File: config.mk
export PLATFORM = sky130hd
export DESIGN_NAME = regfile_sequencer
export DESIGN_NICKNAME = d
export VERILOG_FILES = /design/src/rtl/regfile_seq_pkg.sv /design/src/rtl/regfile_seq_alu.sv /design/src/rtl/regfile_sequencer.sv
export SDC_FILE = /design/constraint.sdc
export NUM_CORES = 1
export LEC_CHECK = 0
export ABC_AREA = 1
export CAP_MARGIN = 20
export CELL_PAD_IN_SITES_DETAIL_PLACEMENT = 1
export CELL_PAD_IN_SITES_GLOBAL_PLACEMENT = 2
export CORE_MARGIN = 2
export CORE_UTILIZATION = 30
export DETAILED_ROUTE_END_ITERATION = 7
export GPL_ROUTABILITY_DRIVEN = 0
export HOLD_SLACK_MARGIN = 0.15
export PLACE_DENSITY = 0.78
export SYNTH_ARGS = -nofsm -noshare
export SYNTH_HDL_FRONTEND = slang
export SYNTH_SLANG_ARGS = --single-unit
File: constraint.sdc
create_clock -name clk -period 5.5 [get_ports clk]
set_clock_uncertainty 0.05 [all_clocks]
set_input_delay 0.55 -clock clk [delete_from_list [all_inputs] [get_ports clk]]
set_output_delay 0.55 -clock clk [all_outputs]
set_load 0.03 [all_outputs]
File: src/rtl/regfile_seq_pkg.sv
// Shared opcode and state definitions for the register-file sequencer.
package regfile_seq_pkg;

    localparam int unsigned OP_W = 3;

    localparam logic [OP_W-1:0] OP_NOP = 3'd0;
    localparam logic [OP_W-1:0] OP_ADD = 3'd1;
    localparam logic [OP_W-1:0] OP_SUB = 3'd2;
    localparam logic [OP_W-1:0] OP_AND = 3'd3;
    localparam logic [OP_W-1:0] OP_OR  = 3'd4;
    localparam logic [OP_W-1:0] OP_XOR = 3'd5;
    localparam logic [OP_W-1:0] OP_LDI = 3'd6;
    localparam logic [OP_W-1:0] OP_MOV = 3'd7;

    typedef enum logic [1:0] {
        ST_IDLE,
        ST_READ,
        ST_EXEC,
        ST_WRITE
    } state_e;

endpackage

File: src/rtl/regfile_seq_alu.sv
// Combinational 8-bit ALU; carryValid marks ops that update the carry flag.
module regfile_seq_alu
    import regfile_seq_pkg::*;
#(
    parameter int unsigned DataBusWidth = 8
) (
    input  logic [OP_W-1:0]         op,
    input  logic [DataBusWidth-1:0] opA,
    input  logic [DataBusWidth-1:0] opB,
    input  logic [DataBusWidth-1:0] imm,
    output logic [DataBusWidth-1:0] result,
    output logic                    carry,
    output logic                    carryValid
);

    logic [DataBusWidth:0] wide;

    always_comb begin
        wide       = '0;
        result     = '0;
        carry      = 1'b0;
        carryValid = 1'b0;
        case (op)
            OP_ADD: begin
                wide       = {1'b0, opA} + {1'b0, opB};
                result     = wide[DataBusWidth-1:0];
                carry      = wide[DataBusWidth];
                carryValid = 1'b1;
            end
            OP_SUB: begin
                // Top bit of the widened difference is the borrow.
                wide       = {1'b0, opA} - {1'b0, opB};
                result     = wide[DataBusWidth-1:0];
                carry      = wide[DataBusWidth];
                carryValid = 1'b1;
            end
            OP_AND:  result = opA & opB;
            OP_OR:   result = opA | opB;
            OP_XOR:  result = opA ^ opB;
            OP_LDI:  result = imm;
            OP_MOV:  result = opA;
            default: result = '0;
        endcase
    end

endmodule

File: src/rtl/regfile_sequencer.sv
// Sequences one decoded command through read, execute and register-file write-back.
module regfile_sequencer
    import regfile_seq_pkg::*;
#(
    parameter int unsigned AddrBusWidth = 2,
    parameter int unsigned DataBusWidth = 8
) (
    input  logic                    clk,
    input  logic                    nRst,
    input  logic                    cmdValid,
    output logic                    cmdReady,
    input  logic [OP_W-1:0]         cmdOp,
    input  logic [AddrBusWidth-1:0] cmdRd,
    input  logic [AddrBusWidth-1:0] cmdRs1,
    input  logic [AddrBusWidth-1:0] cmdRs2,
    input  logic [DataBusWidth-1:0] cmdImm,
    output logic [AddrBusWidth-1:0] rfA1,
    output logic [AddrBusWidth-1:0] rfA2,
    input  logic [DataBusWidth-1:0] rfOut1,
    input  logic [DataBusWidth-1:0] rfOut2,
    output logic [AddrBusWidth-1:0] rfAWrite,
    output logic [DataBusWidth-1:0] rfDataIn,
    output logic                    rfLoad,
    output logic                    rspValid,
    output logic [DataBusWidth-1:0] rspData,
    output logic                    flagZ,
    output logic                    flagC
);

    state_e                  state_q, state_d;
    logic [OP_W-1:0]         op_q, op_d;
    logic [AddrBusWidth-1:0] rd_q, rd_d;
    logic [DataBusWidth-1:0] imm_q, imm_d;
    logic [DataBusWidth-1:0] opa_q, opa_d;
    logic [DataBusWidth-1:0] opb_q, opb_d;
    logic [DataBusWidth-1:0] result_q, result_d;
    logic                    carry_q, carry_d;
    logic                    carry_valid_q, carry_valid_d;

    logic [AddrBusWidth-1:0] rf_a1_d, rf_a2_d, rf_awrite_d;
    logic [DataBusWidth-1:0] rf_data_in_d, rsp_data_d;
    logic                    rf_load_d, rsp_valid_d, flag_z_d, flag_c_d;

    logic [DataBusWidth-1:0] alu_result;
    logic                    alu_carry, alu_carry_valid;

    regfile_seq_alu #(
        .DataBusWidth(DataBusWidth)
    ) u_alu (
        .op        (op_q),
        .opA       (opa_q),
        .opB       (opb_q),
        .imm       (imm_q),
        .result    (alu_result),
        .carry     (alu_carry),
        .carryValid(alu_carry_valid)
    );

    assign cmdReady = (state_q == ST_IDLE);

    always_comb begin
        state_d       = state_q;
        op_d          = op_q;
        rd_d          = rd_q;
        imm_d         = imm_q;
        opa_d         = opa_q;
        opb_d         = opb_q;
        result_d      = result_q;
        carry_d       = carry_q;
        carry_valid_d = carry_valid_q;
        rf_a1_d       = rfA1;
        rf_a2_d       = rfA2;
        rf_awrite_d   = rfAWrite;
        rf_data_in_d  = rfDataIn;
        rsp_data_d    = rspData;
        flag_z_d      = flagZ;
        flag_c_d      = flagC;
        rf_load_d     = 1'b0;
        rsp_valid_d   = 1'b0;

        case (state_q)
            ST_IDLE: begin
                if (cmdValid) begin
                    op_d    = cmdOp;
                    rd_d    = cmdRd;
                    imm_d   = cmdImm;
                    rf_a1_d = cmdRs1;
                    rf_a2_d = cmdRs2;
                    state_d = ST_READ;
                end
            end
            ST_READ: begin
                opa_d   = rfOut1;
                opb_d   = rfOut2;
                state_d = ST_EXEC;
            end
            ST_EXEC: begin
                result_d      = alu_result;
                carry_d       = alu_carry;
                carry_valid_d = alu_carry_valid;
                // NOP completes here: no write-back and flags untouched.
                if (op_q == OP_NOP) begin
                    rsp_valid_d = 1'b1;
                    rsp_data_d  = '0;
                    state_d     = ST_IDLE;
                end else begin
                    state_d = ST_WRITE;
                end
            end
            ST_WRITE: begin
                rf_load_d    = 1'b1;
                rf_awrite_d  = rd_q;
                rf_data_in_d = result_q;
                rsp_valid_d  = 1'b1;
                rsp_data_d   = result_q;
                flag_z_d     = (result_q == '0);
                if (carry_valid_q) begin
                    flag_c_d = carry_q;
                end
                state_d = ST_IDLE;
            end
            default: state_d = ST_IDLE;
        endcase
    end

    always_ff @(posedge clk) begin
        if (!nRst) begin
            state_q       <= ST_IDLE;
            op_q          <= '0;
            rd_q          <= '0;
            imm_q         <= '0;
            opa_q         <= '0;
            opb_q         <= '0;
            result_q      <= '0;
            carry_q       <= 1'b0;
            carry_valid_q <= 1'b0;
            rfA1          <= '0;
            rfA2          <= '0;
            rfAWrite      <= '0;
            rfDataIn      <= '0;
            rfLoad        <= 1'b0;
            rspValid      <= 1'b0;
            rspData       <= '0;
            flagZ         <= 1'b0;
            flagC         <= 1'b0;
        end else begin
            state_q       <= state_d;
            op_q          <= op_d;
            rd_q          <= rd_d;
            imm_q         <= imm_d;
            opa_q         <= opa_d;
            opb_q         <= opb_d;
            result_q      <= result_d;
            carry_q       <= carry_d;
            carry_valid_q <= carry_valid_d;
            rfA1          <= rf_a1_d;
            rfA2          <= rf_a2_d;
            rfAWrite      <= rf_awrite_d;
            rfDataIn      <= rf_data_in_d;
            rfLoad        <= rf_load_d;
            rspValid      <= rsp_valid_d;
            rspData       <= rsp_data_d;
            flagZ         <= flag_z_d;
            flagC         <= flag_c_d;
        end
    end

endmodule

==> run metrics, run 1 <==
relative area change from synthesis to final layout=30.8%; Clock Path Buffers=2; pin count of the biggest net entering global routing=55; CORE AREA=11500 um^2; setup total negative slack=0 ns; Worst Hold Class=reg2reg; worst voltage drop across the vdd grid=approximately 0.15 mV; combined buffer and inverter count along the critical path=4; Largest stage delay, worst path=0.45 ns; max_slew headroom=33.0%; Remaining Overflow, GRT=0; initial core utilization=30.7%; Clock Sinks=67; detail-routed via count per cell=4.85; Die X-Extent=approximately 110 um; Final period util=41.1%; number of gates resized after CTS=0; # IOs=63; nets in the synthesized netlist=546; met1 WL=5090 um; routed wire length=10400 um; status=complete, no violations; average cell area after synthesis=about 7.3 um^2; remaining antenna violation count after routing=0; Site Rows=39; unrepaired setup endpoints after global routing=no; largest driver fanout on the critical path=54; die height=approximately 110 um; DRT Pass-1 Iters=4; via count of the first global-routing pass=3376; first-pass GRT wire length=17200 um; final count of negative-setup-slack endpoints=0; DP HPWL=7820 um; clock period minus final worst setup slack=2.26 ns; initial detailed-routing violation count=130; maximum level of the CTS H-tree=3; DR WL/cell=15.1 um; count of warnings emitted by yosys=0; Top Layer Used=met4; number of buffers inserted by hold repair at cts=0; post-synthesis instance area=around 3500 um^2; # fillers=1403; critical path data arrival time=2.45 ns; part of the Yosys area used for sequential elements=38.0%; remaining design rule violation count=0; antenna diode count=0; leakage power summed over all cells=0.00184 uW; slowest stage cell on the critical path=clkdlybuf4s50_1; antenna violations before repair=0; power density over the cells=327 nW/um^2; global-route total usage across every layer=between 15 and 20%; share of post-route cells with drive strength above 1=under 10%; Hold Vio Cnt, Final=0; setup bufs post-CTS=0; most repeated library cell on the critical path=inv_1; clock transition at the register clock pins on the worst setup and hold paths after CTS=0.06 ns; overall power consumption=~1500 uW; Setup crit end kind=flop; total placed instance area=4250 um^2; synthesized netlist cell count=484; routed wl met2=4850 um; type of element launching the critical path=input pin; cell family with the largest share of critical-path delay=buffers and inverters; port buffer count=62; nets=601; die area=12600 um^2; cells along the critical path=clkdlybuf4s50_1 > buf_4 > inv_1 > nor2_1 > inv_1 > o21ai_0; critical path type=in2reg; via count=3334; post-synthesis cell type with the largest combined area=dfxtp_1; area share of the largest cell type after synthesis=38.0%; buffer cell driving the clock tree root=clkbuf_16; actual transition at the worst max-transition pin=1.00 ns; number of buffers added by the clock tree synthesis step=9; Worst Path Required=~5.7 ns; register-to-register setup slack=3.35 ns; Fmax achieved=442 MHz; Area contributors post-synth=dfxtp_1 (38%), ha_1 (8.5%), nand2_1 (7.9%); number of maximum-capacitance constraint violations=0; TritonCTS clock tree=done; Final Slew Violations=0; Placement Setup Slack=2.89 ns; post-synthesis sequential element count=67; fraction of the core area covered by cells at the end of the flow=40.2%; Final Worst Setup Slack=3.24 ns; Final Instance Area=4610 um^2; Clock Latency Late Sink=roughly 0.33 ns; Detail Route met3 WL=347 um; unique cell type count in the Yosys netlist=35
cells in the mapped netlist:
| cell type | n |
|---|---|
| a21boi_0 | 1 |
| a21oi_1 | 44 |
| a21oi_2 | 3 |
| a31oi_2 | 1 |
| a32oi_1 | 1 |
| and2_1 | 2 |
| buf_1 | 1 |
| buf_2 | 4 |
| buf_4 | 2 |
| clkbuf_1 | 13 |
| dfxtp_1 | 67 |
| fa_1 | 2 |
| ha_1 | 24 |
| inv_1 | 61 |
| inv_2 | 5 |
| inv_4 | 1 |
| nand2_1 | 74 |
| nand2_2 | 1 |
| nand2_4 | 1 |
| nand3_1 | 49 |
| nand3_2 | 2 |
| nand3_4 | 1 |
| nand4_1 | 6 |
| nor2_1 | 37 |
| nor2_4 | 2 |
| nor3_1 | 6 |
| nor3_4 | 1 |
| o211ai_1 | 2 |
| o21a_1 | 1 |
| o21ai_0 | 51 |
| o21ai_1 | 2 |
| o22ai_1 | 13 |
| o311ai_0 | 1 |
| o31ai_1 | 1 |
| or2_2 | 1 |
metrics by stage:
stage / cells / hold slack (ns)
4_1_cts: 687 / 0.419
2_1_floorplan: 484 / 0.375
6_report: 687 / 0.416
3_3_place_gp: 671 / 0.400
5_1_grt: 687 / 0.456
3_5_place_dp: 671 / 0.412
sequential cells by signal (all words and copies together), names as in the netlist, 2 cells and up:
signal	cells
rd_q	2
state_q	2
rfAWrite	2
op_q	3
rfDataIn	8
opb_q	8
imm_q	8
rspData	8
rfA2	2
opa_q	8
rfA1	2
result_q	8
cell type report:
cell class | instances | area, um^2 | area share (%)
multi-input combinational | 330 | 1840 | 40.0
sequential | 67 | 1340 | 29.1
timing repair buffer | 64 | 636 | 13.8
inverter | 67 | 254 | 5.51
clock buffer | 11 | 253 | 5.48
tap | 143 | 179 | 3.88
clock inverter | 5 | 106 | 2.31
cell usage in the layout (no fill, tap or decap), types with 2 or more instances in the layout:
cell type and count:
clkdlybuf4s50_1 62, inv_2 5, o21ai_1 2, nand3_1 49, ha_1 24, a21oi_1 44
buf_4 2, bufinv_16 3, a21oi_2 3, o21ai_0 51, nand4_1 6, o22ai_1 13
nand3_2 2, and2_1 2, inv_1 61, clkbuf_16 9, nor2_1 37, fa_1 2
nor2_4 2, o211ai_1 2, nand2_1 74, dfxtp_1 67, clkbuf_8 2, nor3_1 6
tightest hold or removal path: stages (launching register included):
cell and delay, ns:
dfxtp_1 0.29, inv_1 0.07, a21oi_1 0.06
report_power, final:
group	switching, uW	leakage [uW]	internal [uW]
registers	21.9	0.000547	514
clock network	224	0.000172	469
logic	176	0.00112	103
total	422	0.00184	1090
worst paths after layout:
path | cells past startpoint | end | start
worst min-delay path | 2 | imm_q[6]$_SDFFE_PN0P_ | imm_q[6]$_SDFFE_PN0P_
worst min register to register | 2 | imm_q[6]$_SDFFE_PN0P_ | imm_q[6]$_SDFFE_PN0P_
worst max-delay path | 6 | rfDataIn[5]$_SDFFE_PN0P_ | nRst
worst max register to register | 11 | result_q[4]$_SDFFE_PN0P_ | opa_q[2]$_SDFFE_PN0N_
kinds of logic after synthesis:
| group | after synthesis | share of synthesized area, % |
|---|---|---|
| compound gates | 121 | 18.7 |
| fa+ha+maj | 26 | 9.65 |
| buf+inv | 87 | 9.69 |
| flops | 67 | 38.0 |
| simple gates | 183 | 23.9 |
layer usage:
layer  vias up  GRT usage [%]
met2        47           27.0
met4         0           5.37
met3         4           2.92
met1      1573           23.9
li1       1710              -
met5         -              0
Power figures use the tool's default switching activity.
==> run 2, diff against run 1 <==
--- a/config.mk
+++ b/config.mk
@@ -10,11 +10,11 @@
 export CELL_PAD_IN_SITES_DETAIL_PLACEMENT = 1
 export CELL_PAD_IN_SITES_GLOBAL_PLACEMENT = 2
 export CORE_MARGIN = 2
-export CORE_UTILIZATION = 30
+export CORE_UTILIZATION = 29
 export DETAILED_ROUTE_END_ITERATION = 7
 export GPL_ROUTABILITY_DRIVEN = 0
 export HOLD_SLACK_MARGIN = 0.15
-export PLACE_DENSITY = 0.78
+export PLACE_DENSITY = 0.75
 export SYNTH_ARGS = -nofsm -noshare
 export SYNTH_HDL_FRONTEND = slang
 export SYNTH_SLANG_ARGS = --single-unit
==> constraint.sdc (replaced) <==
create_clock -name clk -period 2.35 [get_ports clk]
set_clock_uncertainty 0.05 [all_clocks]
set_input_delay 0.235 -clock clk [delete_from_list [all_inputs] [get_ports clk]]
set_output_delay 0.235 -clock clk [all_outputs]
set_load 0.03 [all_outputs]
==> run 2 against run 1 <==
First-iteration DRC count down 5.4%. Critical endpoint is now result_q[4]$_SDFFE_PN0P_. Largest power group unchanged. Setup slack worse by 2.9 ns. Via count up 1.5%.
==> run metrics, run 2 (synthesized netlist as in run 1, its figures left out) <==
setup total negative slack=0 ns (unchanged); via count of the first global-routing pass=3530 (+4.6%); share of post-route cells with drive strength above 1=7.82% (+1.0 points); overall power consumption=3630 uW (+140%); antenna diode count=0 (unchanged); actual transition at the worst max-transition pin=0.531 ns (-0.471 ns); Final Slew Violations=0 (unchanged); remaining design rule violation count=0 (unchanged); number of buffers added by the clock tree synthesis step=9 (unchanged); Hold Vio Cnt, Final=0 (unchanged); nets=607 (+1.0%); max_slew headroom=64.5% (+31 points); leakage power summed over all cells=0.00188 uW (+2.0%); detail-routed via count per cell=4.85 (about the same); clock period minus final worst setup slack=2.02 ns; die height=114 um (+1.7%); Site Rows=40 (+2.6%); endpoint of the lowest-slack register-to-register path=result_q[4]$_SDFFE_PN0P_; worst voltage drop across the vdd grid=0.373 mV (+160%); commonest non-fill, non-tap cell in the layout=nand2_1; largest driver fanout on the critical path=9 (-83%); number of maximum-capacitance constraint violations=0 (unchanged); die area=13100 um^2 (+3.3%); global-route total usage across every layer=17.4% (+0.25 points); remaining antenna violation count after routing=0 (unchanged); unrepaired setup endpoints after global routing=no; final count of negative-setup-slack endpoints=0 (unchanged); register-to-register setup slack=0.33 ns (-3.02 ns); power density over the cells=777 nW/um^2 (+140%); initial detailed-routing violation count=123 (-5.4%); maximum level of the CTS H-tree=3 (unchanged); buffer cell driving the clock tree root=clkbuf_16; Die X-Extent=114 um (+1.7%); CORE AREA=12000 um^2 (+4.3%); count of cells along the worst register-to-register path=11 (unchanged); port buffer count=62 (unchanged); number of gates resized after CTS=0 (unchanged); setup bufs post-CTS=0 (unchanged); # fillers=1455 (+3.7%); Worst Path Required=2.54 ns (-3.15 ns); DR WL/cell=15.2 um (+0.52%); Clock Sinks=67 (unchanged); relative area change from synthesis to final layout=32.6%; DP HPWL=8010 um (+2.5%); first-pass GRT wire length=17600 um (+2.2%); Worst Hold Class=reg2reg; Clock Latency Late Sink=0.35 ns (+0.02 ns); Remaining Overflow, GRT=0 (unchanged); critical path type=reg2reg; TritonCTS clock tree=done; capture point of the worst path=result_q[4]$_SDFFE_PN0P_; Clock Path Buffers=2 (unchanged); initial core utilization=29.5% (-1.3 points); # IOs=63 (unchanged); critical path data arrival time=2.21 ns (-0.24 ns); crit path from=opa_q[2]$_SDFFE_PN0N_; via count=3383 (+1.5%); Final period util=85.9%; pin count of the biggest net entering global routing=34 (-38%); most used cells in the layout excluding fill and tap cells=nand2_1 (74), dfxtp_1 (67), clkdlybuf4s50_1 (62); number of buffers inserted by hold repair at cts=0 (unchanged); Critical R2R Launch=opa_q[2]$_SDFFE_PN0N_; type of element launching the critical path=flop; antenna violations before repair=0 (unchanged); DRT Pass-1 Iters=4 (unchanged); clock transition at the register clock pins on the worst setup and hold paths after CTS=0.07 ns (about the same); Setup crit end kind=flop; routed wire length=10600 um (+2.0%); status=complete, no violations; Fmax achieved=495 MHz
run 2: cell count changes in the layout (fill, tap and decap cells not counted), sizes merged:
cell / change
clkinvlp: -1
inv: +2
bufinv: +1
clkbuf: -2
buf: +6
run 2: through the flow:
stage	hold WS (ns)	util [%]	setup WS (ns)	area (um^2)	instances
2_1_floorplan	0.352	-	0.560	3530	484
3_5_place_dp	0.407	36.0	0.327	4300	681
5_1_grt	0.435	39.1	0.0918	4670	697
4_1_cts	0.416	39.1	0.316	4670	697
3_3_place_gp	0.400	36.0	0.388	4300	681
6_report	0.409	39.1	0.330	4670	697
run 2: critical path, stage by stage (launching register included):
cell and delay, ns:
dfxtp_1 0.36, inv_1 0.08, ha_1 0.44, inv_1 0.12, nand2_1 0.10, nand2_1 0.07, and2_1 0.14, or2_2 0.27
nand3_1 0.07, nand3_1 0.07, nand2_1 0.08, a21oi_1 0.06
run 2: layout make-up:
type,instances,area [um^2],share of cell area (%)
multi-input cells,330,1840,39.4
flip-flops and latches,67,1340,28.7
repair buffers,70,681,14.6
inverters,67,254,5.43
clock buffers,9,225,4.82
well taps,147,184,3.93
clock inverters,7,146,3.13
run 2: how the worst min path moves through the flow:
| stage | from | to | cells after the start |
|---|---|---|---|
| after floorplan | cmdRd[0] | rd_q[0]$_SDFFE_PN0P_ | 2 |
| after global placement | imm_q[6]$_SDFFE_PN0P_ | imm_q[6]$_SDFFE_PN0P_ | 2 |
| after detailed placement | imm_q[6]$_SDFFE_PN0P_ | imm_q[6]$_SDFFE_PN0P_ | 2 |
| after CTS | imm_q[6]$_SDFFE_PN0P_ | imm_q[6]$_SDFFE_PN0P_ | 2 |
| after global routing | imm_q[6]$_SDFFE_PN0P_ | imm_q[6]$_SDFFE_PN0P_ | 2 |
| final | imm_q[6]$_SDFFE_PN0P_ | imm_q[6]$_SDFFE_PN0P_ | 2 |
run 2: power by group:
part	switching (uW)	internal, uW
clock	558	1160
combinational	415	251
sequential	51.4	1200
total	1020	2610
run 2: metal layers:
metal  vias to the layer above  global-route usage, %  share of wire, %
met3                        14                   4.18               2.8
met4                         0                   5.85               1.3
li1                       1723                      -                 -
met1                      1602                   23.4                51
met5                         -                      0                 0
met2                        44                   27.3                45
==> run 3, diff against run 2 <==
--- a/config.mk
+++ b/config.mk
@@ -12,7 +12,6 @@
 export CORE_MARGIN = 2
 export CORE_UTILIZATION = 29
 export DETAILED_ROUTE_END_ITERATION = 7
-export GPL_ROUTABILITY_DRIVEN = 0
 export HOLD_SLACK_MARGIN = 0.15
 export PLACE_DENSITY = 0.75
 export SYNTH_ARGS = -nofsm -noshare
==> run 3 against run 2 <==
Final area decreased by 1.9%. Via count increased by 1.4%. Sequential share of layout area increased by 0.56 points. Power decreased by 11%.
==> run metrics, run 3 (synthesized netlist as in run 1, its figures left out) <==
worst voltage drop across the vdd grid=0.370 mV (-0.68%); largest driver fanout on the critical path=9 (unchanged); initial core utilization=29.5% (unchanged); pin count of the biggest net entering global routing=29 (-15%); # fillers=1457 (+0.14%); setup total negative slack=0 ns (unchanged); cells along the critical path=inv_1 > ha_1 > inv_1 > nand2_1 > nand2_1 > and2_1 > or2_2 > nand3_1 > nand3_1 > nand2_1 > a21oi_1; remaining design rule violation count=0 (unchanged); Critical R2R Launch=opa_q[2]$_SDFFE_PN0N_; commonest non-fill, non-tap cell in the layout=nand2_1; Worst Hold Class=reg2reg; Hold Vio Cnt, Final=0 (unchanged); # IOs=63 (unchanged); terminating pin of the worst hold path=flagC$_SDFFE_PN0P_; number of gates resized after CTS=0 (unchanged); relative contribution of combinational cells to total power=20.3% (+2.0 points); Sw Ratio=30.2% (+2.0 points); number of buffers inserted by hold repair at cts=0 (unchanged); share of post-route cells with drive strength above 1=7.47% (-0.35 points); power density over the cells=708 nW/um^2 (-9.0%); count of cells along the worst register-to-register path=11 (unchanged); Clock Path Buffers=2 (unchanged); min-delay src=flagC$_SDFFE_PN0P_; DP HPWL=8030 um (+0.22%); final estimated routing congestion in global placement=0.880; first-pass GRT wire length=17200 um (-2.5%); register-to-register setup slack=0.28 ns (-0.05 ns); share of power burned in the clock network=41.0% (-6.1 points); status=complete, no violations; routed wire length=10500 um (-1.2%); most used cells in the layout excluding fill and tap cells=nand2_1 (74), dfxtp_1 (67), clkdlybuf4s50_1 (62); hold path cells=2 (unchanged); leakage power summed over all cells=0.00184 uW (-2.1%); critical path type=reg2reg; setup bufs post-CTS=0 (unchanged); buffer cell driving the clock tree root=clkbuf_16; total placed instance area=4300 um^2 (unchanged); DR WL/cell=15.0 um (-1.0%); cell count after placement=681 (unchanged); switching pwr=980 uW (-4.4%); die height=114 um (unchanged); combined buffer and inverter count along the critical path=2 (unchanged); TritonCTS clock tree=done; slowest stage cell on the critical path=ha_1; Final period util=88.1% (+2.2 points); type of element launching the critical path=flop; Setup crit end kind=flop; clock period minus final worst setup slack=2.07 ns (+0.0512 ns); Die X-Extent=114 um (unchanged); CORE AREA=12000 um^2 (unchanged); Fmax achieved=483 MHz (-2.5%); critical path data arrival time=2.25 ns (+0.04 ns); max_slew headroom=43.1% (-21 points); global-route total usage across every layer=16.9% (-0.46 points); Min Hold Slack=0.416 ns (+0.00709 ns); most repeated library cell on the critical path=nand2_1; port buffer count=62 (unchanged); number of maximum-capacitance constraint violations=0 (unchanged); endpoint of the lowest-slack register-to-register path=result_q[4]$_SDFFE_PN0P_; detail-routed via count per cell=4.93 (+1.6%); register area=1340 um^2 (unchanged); DRT Pass-1 Iters=4 (unchanged); via count=3432 (+1.4%); Final Instance Area=4590 um^2 (-1.9%); antenna violations before repair=0 (unchanged); nets=607 (unchanged); actual transition at the worst max-transition pin=0.852 ns (+0.321 ns); final count of negative-setup-slack endpoints=0 (unchanged); clock transition at the register clock pins on the worst setup and hold paths after CTS=0.06 ns (about the same); number of buffers added by the clock tree synthesis step=9 (unchanged); relative area change from synthesis to final layout=30.1%; cell family with the largest share of critical-path delay=simple AND/OR/NAND/NOR gates; remaining antenna violation count after routing=0 (unchanged); final cell count without fillers=696 (-0.14%); Final Slew Violations=0 (unchanged); area of the multi-input gates=1840 um^2 (unchanged); via count of the first global-routing pass=3484 (-1.3%); stages on the worst setup path=11 (unchanged); register share of total power=38.7% (+4.2 points); Site Rows=40 (unchanged); Remaining Overflow, GRT=0 (unchanged); die area=13100 um^2 (unchanged); initial detailed-routing violation count=127 (+3.3%); overall power consumption=3250 uW (-11%); Int Pwr=2270 uW (-13%); maximum level of the CTS H-tree=3 (unchanged); unrepaired setup endpoints after global routing=no; Clock Sinks=67 (unchanged); antenna diode count=0 (unchanged); Worst Path Required=2.53 ns (about the same); Clock Latency Late Sink=0.34 ns (about the same); Largest stage delay, worst path=0.45 ns (about the same)
## run 3: cell count changes in the layout (fill, tap and decap cells not counted)
cell	change
clkbuf_1	+1
clkinv_2	+3
bufinv_16	-3
inv_6	-2
## run 3: per-stage QoR
step	worst slack (ns)	util [%]
after CTS	0.256	38.3
after detailed placement	0.273	36.0
after floorplan	0.560	-
after global placement	0.362	36.0
after global routing	0.0510	38.3
final	0.279	38.3
## run 3: metal layers
layer | global-route usage [%] | wire length [um] | vias to the layer above
met2 | 26.6 | 4720 | 51
met4 | 6.02 | 201 | 0
met3 | 3.60 | 308 | 14
met1 | 22.9 | 5230 | 1645
met5 | 0 | 0 | -
li1 | - | - | 1722
## run 3: power by group through the flow
stage	combinational [uW]	sequential, uW	clock (uW)
2_1_floorplan	422	1290	0
3_3_place_gp	654	1280	0
3_5_place_dp	664	1280	0
4_1_cts	667	1260	1360
5_1_grt	753	1260	1420
6_report	660	1250	1330
## run 3: layout make-up
class                           instances  share of cell area (%)
Multi-Input combinational cell        330                    40.2
Sequential cell                        67                    29.2
Timing Repair Buffer                   70                    14.8
Inverter                               67                    5.54
Clock buffer                           10                    4.99
Tap cell                              147                    4.01
Clock inverter                          5                    1.17
## run 3: worst max-delay path by stage
stage                                to  slack, ns             startpoint
6_report       result_q[4]$_SDFFE_PN0P_       0.28  opa_q[2]$_SDFFE_PN0N_
5_1_grt        result_q[4]$_SDFFE_PN0P_       0.05  opa_q[2]$_SDFFE_PN0N_
4_1_cts        result_q[4]$_SDFFE_PN0P_       0.26  opa_q[2]$_SDFFE_PN0N_
3_5_place_dp   result_q[4]$_SDFFE_PN0P_       0.27  opa_q[2]$_SDFFE_PN0N_
3_3_place_gp   result_q[4]$_SDFFE_PN0P_       0.36  opa_q[2]$_SDFFE_PN0N_
2_1_floorplan      carry_q$_SDFFE_PN0P_       0.56  opa_q[0]$_SDFFE_PN0N_
## run 3: worst min-delay path, delay by kind of cell, from the launching register on
family | cells | cell delay, ns
AOI/OAI and AO/OA | 1 | 0.05
and+or+nand+nor | 1 | 0.06
DFF | 1 | 0.31
